<file path="config.mk">
export PLATFORM = sky130hd
export DESIGN_NAME = coin_accumulator
export DESIGN_NICKNAME = d
export VERILOG_FILES = /design/src/rtl/coin_accumulator.sv
export SDC_FILE = /design/constraint.sdc
export NUM_CORES = 1
export LEC_CHECK = 0
export CAP_MARGIN = 20
export CORE_ASPECT_RATIO = 2
export CORE_MARGIN = 4
export CORE_UTILIZATION = 39
export DETAILED_ROUTE_END_ITERATION = 6
export PLACE_DENSITY = 0.67
export SYNTH_ARGS = -nofsm -noshare
export SYNTH_HDL_FRONTEND = slang
export SYNTH_SLANG_ARGS = --single-unit
</file>
<file path="constraint.sdc">
create_clock -name clk -period 2.43 [get_ports clk]
set_input_delay 0.486 -clock clk [delete_from_list [all_inputs] [get_ports clk]]
set_output_delay 0.486 -clock clk [all_outputs]
set_load 0.02 [all_outputs]
</file>
<file path="src/rtl/coin_accumulator.sv">
// Coin accumulator: turns coin-sensor edges into a running 7-bit credit for the
// vending controller; freezes it during a transaction, clears on consume, refunds on abort/timeout.
module coin_accumulator #(
  parameter int unsigned COIN0_VAL      = 1,
  parameter int unsigned COIN1_VAL      = 2,
  parameter int unsigned COIN2_VAL      = 5,
  parameter int unsigned COIN3_VAL      = 10,
  parameter int unsigned MAX_TOTAL      = 100,
  parameter int unsigned TIMEOUT_CYCLES = 1000
) (
  input  logic       clk,
  input  logic       rst,
  input  logic       coin_in,
  input  logic [1:0] coin_type,
  input  logic       lock,
  input  logic       consume,
  input  logic       abort,
  output logic [6:0] coin_total_value,
  output logic       coin_accepted,
  output logic       coin_rejected,
  output logic       refund_valid,
  output logic [6:0] refund_value,
  output logic [1:0] acc_state
);

  localparam int CNT_W = $clog2(TIMEOUT_CYCLES);
  localparam logic [CNT_W-1:0] CNT_LAST = CNT_W'(TIMEOUT_CYCLES - 1);

  typedef enum logic [1:0] {
    IDLE    = 2'd0,
    COLLECT = 2'd1,
    LOCKED  = 2'd2,
    REFUND  = 2'd3
  } state_t;

  function automatic logic [7:0] coin_value(input logic [1:0] t);
    case (t)
      2'b00:   return 8'(COIN0_VAL);
      2'b01:   return 8'(COIN1_VAL);
      2'b10:   return 8'(COIN2_VAL);
      default: return 8'(COIN3_VAL);
    endcase
  endfunction

  function automatic logic fits_ceiling(input logic [7:0] s);
    return (s <= 8'(MAX_TOTAL));
  endfunction

  state_t           state_q, state_d;
  logic [6:0]       total_q, total_d;
  logic [CNT_W-1:0] cnt_q, cnt_d;
  logic             coin_in_q;
  logic             armed_q, armed_d;
  logic             accepted_q, accepted_d;
  logic             rejected_q, rejected_d;
  logic             refund_valid_q, refund_valid_d;
  logic [6:0]       refund_value_q, refund_value_d;

  logic       coin_edge;
  logic [7:0] sum;
  logic       sum_fits;

  // A rising edge only counts once coin_in has been seen low after reset,
  // so a level held through reset release does not credit a phantom coin.
  assign coin_edge = coin_in & ~coin_in_q & armed_q;
  assign sum       = {1'b0, total_q} + coin_value(coin_type);
  assign sum_fits  = fits_ceiling(sum);

  always_comb begin
    state_d        = state_q;
    total_d        = total_q;
    cnt_d          = cnt_q;
    accepted_d     = 1'b0;
    rejected_d     = 1'b0;
    refund_valid_d = 1'b0;
    refund_value_d = refund_value_q;
    armed_d        = armed_q | ~coin_in;

    case (state_q)
      IDLE: begin
        cnt_d = '0;
        if (coin_edge) begin
          if (sum_fits) begin
            total_d    = sum[6:0];
            accepted_d = 1'b1;
            state_d    = COLLECT;
          end else begin
            rejected_d = 1'b1;
          end
        end
      end
      COLLECT: begin
        if (abort) begin
          state_d        = REFUND;
          refund_valid_d = 1'b1;
          refund_value_d = total_q;
          total_d        = '0;
          rejected_d     = coin_edge;
        end else if (lock) begin
          state_d    = LOCKED;
          rejected_d = coin_edge;
        end else if (coin_edge) begin
          cnt_d = '0;
          if (sum_fits) begin
            total_d    = sum[6:0];
            accepted_d = 1'b1;
          end else begin
            rejected_d = 1'b1;
          end
        end else if (cnt_q == CNT_LAST) begin
          state_d        = REFUND;
          refund_valid_d = 1'b1;
          refund_value_d = total_q;
          total_d        = '0;
        end else begin
          cnt_d = cnt_q + 1'b1;
        end
      end
      LOCKED: begin
        rejected_d = coin_edge;
        if (abort) begin
          state_d        = REFUND;
          refund_valid_d = 1'b1;
          refund_value_d = total_q;
          total_d        = '0;
        end else if (consume) begin
          total_d = '0;
          state_d = IDLE;
        end else if (!lock) begin
          state_d = COLLECT;
          cnt_d   = '0;
        end
      end
      REFUND: begin
        rejected_d = coin_edge;
        state_d    = IDLE;
        cnt_d      = '0;
      end
      default: state_d = IDLE;
    endcase
  end

  // Register stage: every output comes straight from a flop.
  always_ff @(posedge clk or negedge rst) begin
    if (!rst) begin
      state_q        <= IDLE;
      total_q        <= '0;
      cnt_q          <= '0;
      coin_in_q      <= 1'b0;
      armed_q        <= 1'b0;
      accepted_q     <= 1'b0;
      rejected_q     <= 1'b0;
      refund_valid_q <= 1'b0;
      refund_value_q <= '0;
    end else begin
      state_q        <= state_d;
      total_q        <= total_d;
      cnt_q          <= cnt_d;
      coin_in_q      <= coin_in;
      armed_q        <= armed_d;
      accepted_q     <= accepted_d;
      rejected_q     <= rejected_d;
      refund_valid_q <= refund_valid_d;
      refund_value_q <= refund_value_d;
    end
  end

  assign coin_total_value = total_q;
  assign coin_accepted    = accepted_q;
  assign coin_rejected    = rejected_q;
  assign refund_valid     = refund_valid_q;
  assign refund_value     = refund_value_q;
  assign acc_state        = state_q;

endmodule

</file>
# Word level (Yosys, flattened, before mapping)
# Cells that the tools add are included.
# op_classes
n_addsub,2
magnitude_cmp,1
n_eq_ne,23
n_mux,50
n_bitwise,5
n_reduce_logical,10
# op_table
op,n
$mux W7,13
$mux W10,7
$pmux W10 S3,1
$pmux W7 S3,1
$mux W2,9
$ne A2 B2 Y1 const B,8
$ne A4 B4 Y1 const B,4
$ne A3 B3 Y1 const B,5
$reduce_and A5 Y1,3
$pmux W7 S2,1
$mux W1,13
$pmux W4 S3,1
$add A10 B1 Y10 const B,1
$eq A10 B10 Y1 const B,1
$add A7 B8 Y8,1
$le A8 B7 Y1 const B,1
$pmux W2 S4,1
$eq A2 B2 Y1 const B,3
$reduce_and A6 Y1,1
$eq A2 B1 Y1 const B,2
$logic_not A2 Y1,2
$pmux W1 S2,2
$reduce_or A2 Y1,2
$pmux W1 S3,1
other kinds (5),7
# totals
register_bits,31
inputBits,8
output_inout_bits,19
elab_cells,100

# Logic depth before layout (Yosys ltp)
# logic_depth
depth_word,9
mapped_depth,10
ltp_nobuf,9

# Worst setup path after synthesis
# No wires, ideal clock.
# synth_path
path_type,register to register
from,reg total_q[0] (netlist: coin_total_value[0])
to,reg state_q[1] (netlist: acc_state[1])
setup_time_ps,87
t_arrival_ps,2280
required_time_ps,2343
slack_ps,63
path_stages_with_launch,10
path_buffers,1
period_less_slack_ps,2367
path_cell_list,dfrtp_1 -> ha_1 -> fa_1 -> xnor2_1 -> o221a_1 -> o2111a_1 -> o21ai_2 -> buf_2 -> o211ai_1 -> o211ai_1
# synth_via
elab_chain_cells,4
# synth_rtl
element,line,text
from (decl),50,"logic [6:0] total_q, total_d;"
from (signal assigned),157,total_q <= total_d;
$add A7 B8 Y8,66,"assign sum = {1'b0, total_q} + coin_value(coin_type);"
$le A8 B7 Y1,46,return (s <= 8'(MAX_TOTAL));
$ne A2 B2 Y1 (no source line),--,
$reduce_and A5 Y1 (no source line),--,
to (signal assigned),156,state_q <= state_d;
to (decl),49,"state_t state_q, state_d;"
# Every way passes these cells.
# A chain may end at the register's enable or synchronous reset.

# Worst setup path after layout
# layout_path
from,reg total_q[0] (netlist: coin_total_value[0])
to,reg total_q[2] (netlist: coin_total_value[2])
# layout_via
elab_chain_cells,7
elab_cells_between_ends,8
classes_between,1 x add/sub; 1 x order compare; 6 x mux
# layout_rtl
element,line,text
$add A7 B8 Y8 (*),66,
$le A8 B7 Y1,46,
$mux W7 (*),"83, 104",
$mux W7,102,end else if (coin_edge) begin
$mux W7,99,end else if (lock) begin
$mux W7,93,if (abort) begin
$pmux W7 S3 (*),79,case (state_q)
# Mark *: on every way between the ends. The rest lies on a longest branch, timed or not. The select of a mux whose other input is x is not followed.

==> summary.md <==
| Metric | Value |
|---|---|
| Post-synth design cell area | about 2000 um^2 |
| Period minus WS final | 2.38 ns |
| Synth cell count leaders | 31 x dfrtp_1, 26 x nand2_1, 16 x nor2_1, 12 x a21oi_1, 10 x ha_1 |
| GR Overflow Total | 0 |
| Max cap viols | 0 |
| Status | finished clean |
| Tot Pwr | 3.12 mW |
| Quantity of I/O buffers inserted on ports | 26 |
| Leak | 1.24 nW |
| Relative slew slack | 68.0% |
| H-tree depth | 2 |
| Ant. Diodes | 0 |
| Top-area cell type share of the netlist area | 39.1% |
| Starting DRC count in detailed routing | 52 |
| DRT Pass-1 Iters | 4 |
| Most common cell in the synthesized netlist | dfrtp_1 |
| Hold bufs inserted after CTS | 0 |
| Number of synthesis warnings | 0 |
| Via density per instance | 5.57 |
| Vias in the first global route | 1,914 |
| Post-route DRC violation count | 0 |
| Total Wirelength | 5.49 mm |
| Die ar. | 6360 um^2 |
| FF+latch count, synth | 31 |
| NumNets Final | roughly 290 |
| Final core utilization | 57.0% |
| Post-synth top flop | dfrtp_1 |
| First-pass GRT wire length | 9.12 mm |
| P per Cell Area | 1120 nW/um^2 |
| Core Area | 4910 um^2 |
| Die W | 58.4 um |
| Final Max Tran Viols | 0 |
| Fraction of layout cells with a size suffix above 1 | a little under a third |
| Clock latency on the worst-skew pair | 0.28 ns |
| Mapped Avg Cell Area | 9.63 um^2 |
| Synth area leaders | dfrtp_1 39%, ha_1 6.3%, mux2_4 5.3%, nand2_1 4.9%, a21oi_1 3.0% |
| Crit Path Class | reg -> reg |
| Sequential-to-total area share from yosys stat | 39.1% |
| Synthesized instance count | 206 |
| Post-synth ARST share | 100% |
| Crit path DAT | 2.59 ns |
| Startpoint Class | register |
| Slew @ Worst Pin | 0.478 ns |
| Clk slew on worst S/H paths | 0.07 ns |
| Worst Path Required | 2.64 ns |
| Layout fillers | 402 |
| Dpl hpwl | 3.89 mm |
| Clock Path Buffers | 2 |
| Initial antenna violation count | 0 |
| Num Clock Sinks | 31 |
| FP Rows | 36 |
| Overall routing resource usage | 18.6% |
| Routability cong. | 0.915 |
| Maximum fanout along the worst path | 8 |
| I/O pin count | 27 |
| Fmax | 0.421 GHz |
| Worst clock skew | 0.0110 ns |
| Post-DR wirelength/cell | 16.9 um |
| Number of enable flip-flop cells after synthesis | 0 |
| Starting Density | 40.4% |
| Crit. End Element | register |
| Final period utilization | 97.8% |
| Vias | 1,809 |
| TNS Setup | 0 ns |
| Post-synth top area cell | dfrtp_1 |
| CTS Buf Count | 5 |
| Syn nets | 225 |
| Die height | about 110 um |
| Synth unique cells | 50 |
| Antenna viol nets, final | 0 |
| Pin count of the biggest net entering global routing | 32 |
| Final hold vios | 0 |
| TritonCTS clock tree | built |
| HP Class | reg -> reg |
| Area Overhead vs Synth | 40.9% |
| Maximum VDD drop | 0.648 mV |
| Number of setup violations in the final report | 0 |
| Root Buffer | clkbuf_8 |
==> stage by stage <==
stage	cells	hold WS, ns	area [um^2]	worst slack (ns)
2_1_floorplan	206	0.190	1980	0.0631
3_3_place_gp	311	0.491	2510	-0.682
3_5_place_dp	311	0.489	2510	-0.726
4_1_cts	322	0.502	2740	0.00950
5_1_grt	325	0.515	2800	-0.0283
6_report	325	0.500	2800	0.0527
==> per-layer routing <==
layer / track usage (%) / wire [um] / up-vias
li1: - / - / 865
met1: 19.2 / 1980 / 875
met2: 33.4 / 3010 / 47
met3: 3.20 / 196 / 22
met4: 11.9 / 303 / 0
met5: 0 / 0 / -
==> state kept, by name (all words and copies together), names as in the netlist <==
register and cells:
refund_valid 1, coin_in_q 1, coin_rejected 1, refund_value 7
armed_q 1, coin_total_value 7, acc_state 2, cnt_q 10
coin_accepted 1
==> cell type report <==
cell class | instances | area, um^2 | share of cell area, %
Timing Repair Buffer | 61 | 541 | 19.3
Inverter | 7 | 26.3 | 0.940
Sequential cell | 31 | 776 | 27.7
Multi-Input combinational cell | 162 | 1290 | 46.3
Clock inverter | 1 | 5.00 | 0.179
Tap cell | 57 | 71.3 | 2.55
Clock buffer | 6 | 82.6 | 2.95
==> report_power, final <==
part	switching, mW	leakage, nW	internal (mW)
Sequential	0.106	0.410	0.635
Clock	0.188	0.0470	0.222
Combinational	1.02	0.784	0.955
Total	1.31	1.24	1.81
==> repair_timing <==
| item | CTS | global route |
|---|---|---|
| buffers inserted | 3 | 4 |
| cloned | 1 | 0 |
| gates resized for setup | 21 | 11 |
| pin swaps | 17 | 10 |
| setup endpoints to repair | 11 | 9 |
==> final timing paths <==
check                                           startpoint                               to  slack, ns  cells past startpoint
max in group asynchronous                              rst         acc_state[0]$_DFFE_PN0P_       1.53                      2
min                                   cnt_q[9]$_DFFE_PN0P_             cnt_q[9]$_DFFE_PN0P_       0.50                      1
max reg2reg                coin_total_value[0]$_DFFE_PN0P_  coin_total_value[2]$_DFFE_PN0P_       0.05                      8
min in group asynchronous                              rst      refund_value[1]$_DFFE_PN0P_       0.59                      2
min reg2reg                           cnt_q[9]$_DFFE_PN0P_             cnt_q[9]$_DFFE_PN0P_       0.50                      1
max                        coin_total_value[0]$_DFFE_PN0P_  coin_total_value[2]$_DFFE_PN0P_       0.05                      8
==> cells by family after synthesis <==
logic type | synth area share (%)
adder cells (fa/ha/maj) | 7.31
XOR/XNOR | 3.09
multiplexers | 5.80
buffers and inverters | 2.96
AND/OR/NAND/NOR | 20.7
flip-flops | 39.1
AO/OA/AOI/OAI | 21.0
==> placed cells by master (no fill, tap or decap), types with 6 or more instances in the layout <==
cell type,n
nand2b_1,7
inv_1,7
clkdlybuf4s50_1,24
dfrtp_1,31
ha_1,7
mux2_4,7
buf_4,32
clkbuf_8,6
a21oi_1,9
nor2_1,15
nand2_1,25
o21ai_0,8
==> critical path: stages, from the launching register on <==
cell	delay, ns
dfrtp_1	0.42
ha_4	0.18
fa_2	0.44
nor2_2	0.12
o221a_1	0.24
o2111a_2	0.29
o21ai_4	0.10
or3_1	0.37
a21oi_2	0.13
(Power assumes the default switching activity.)
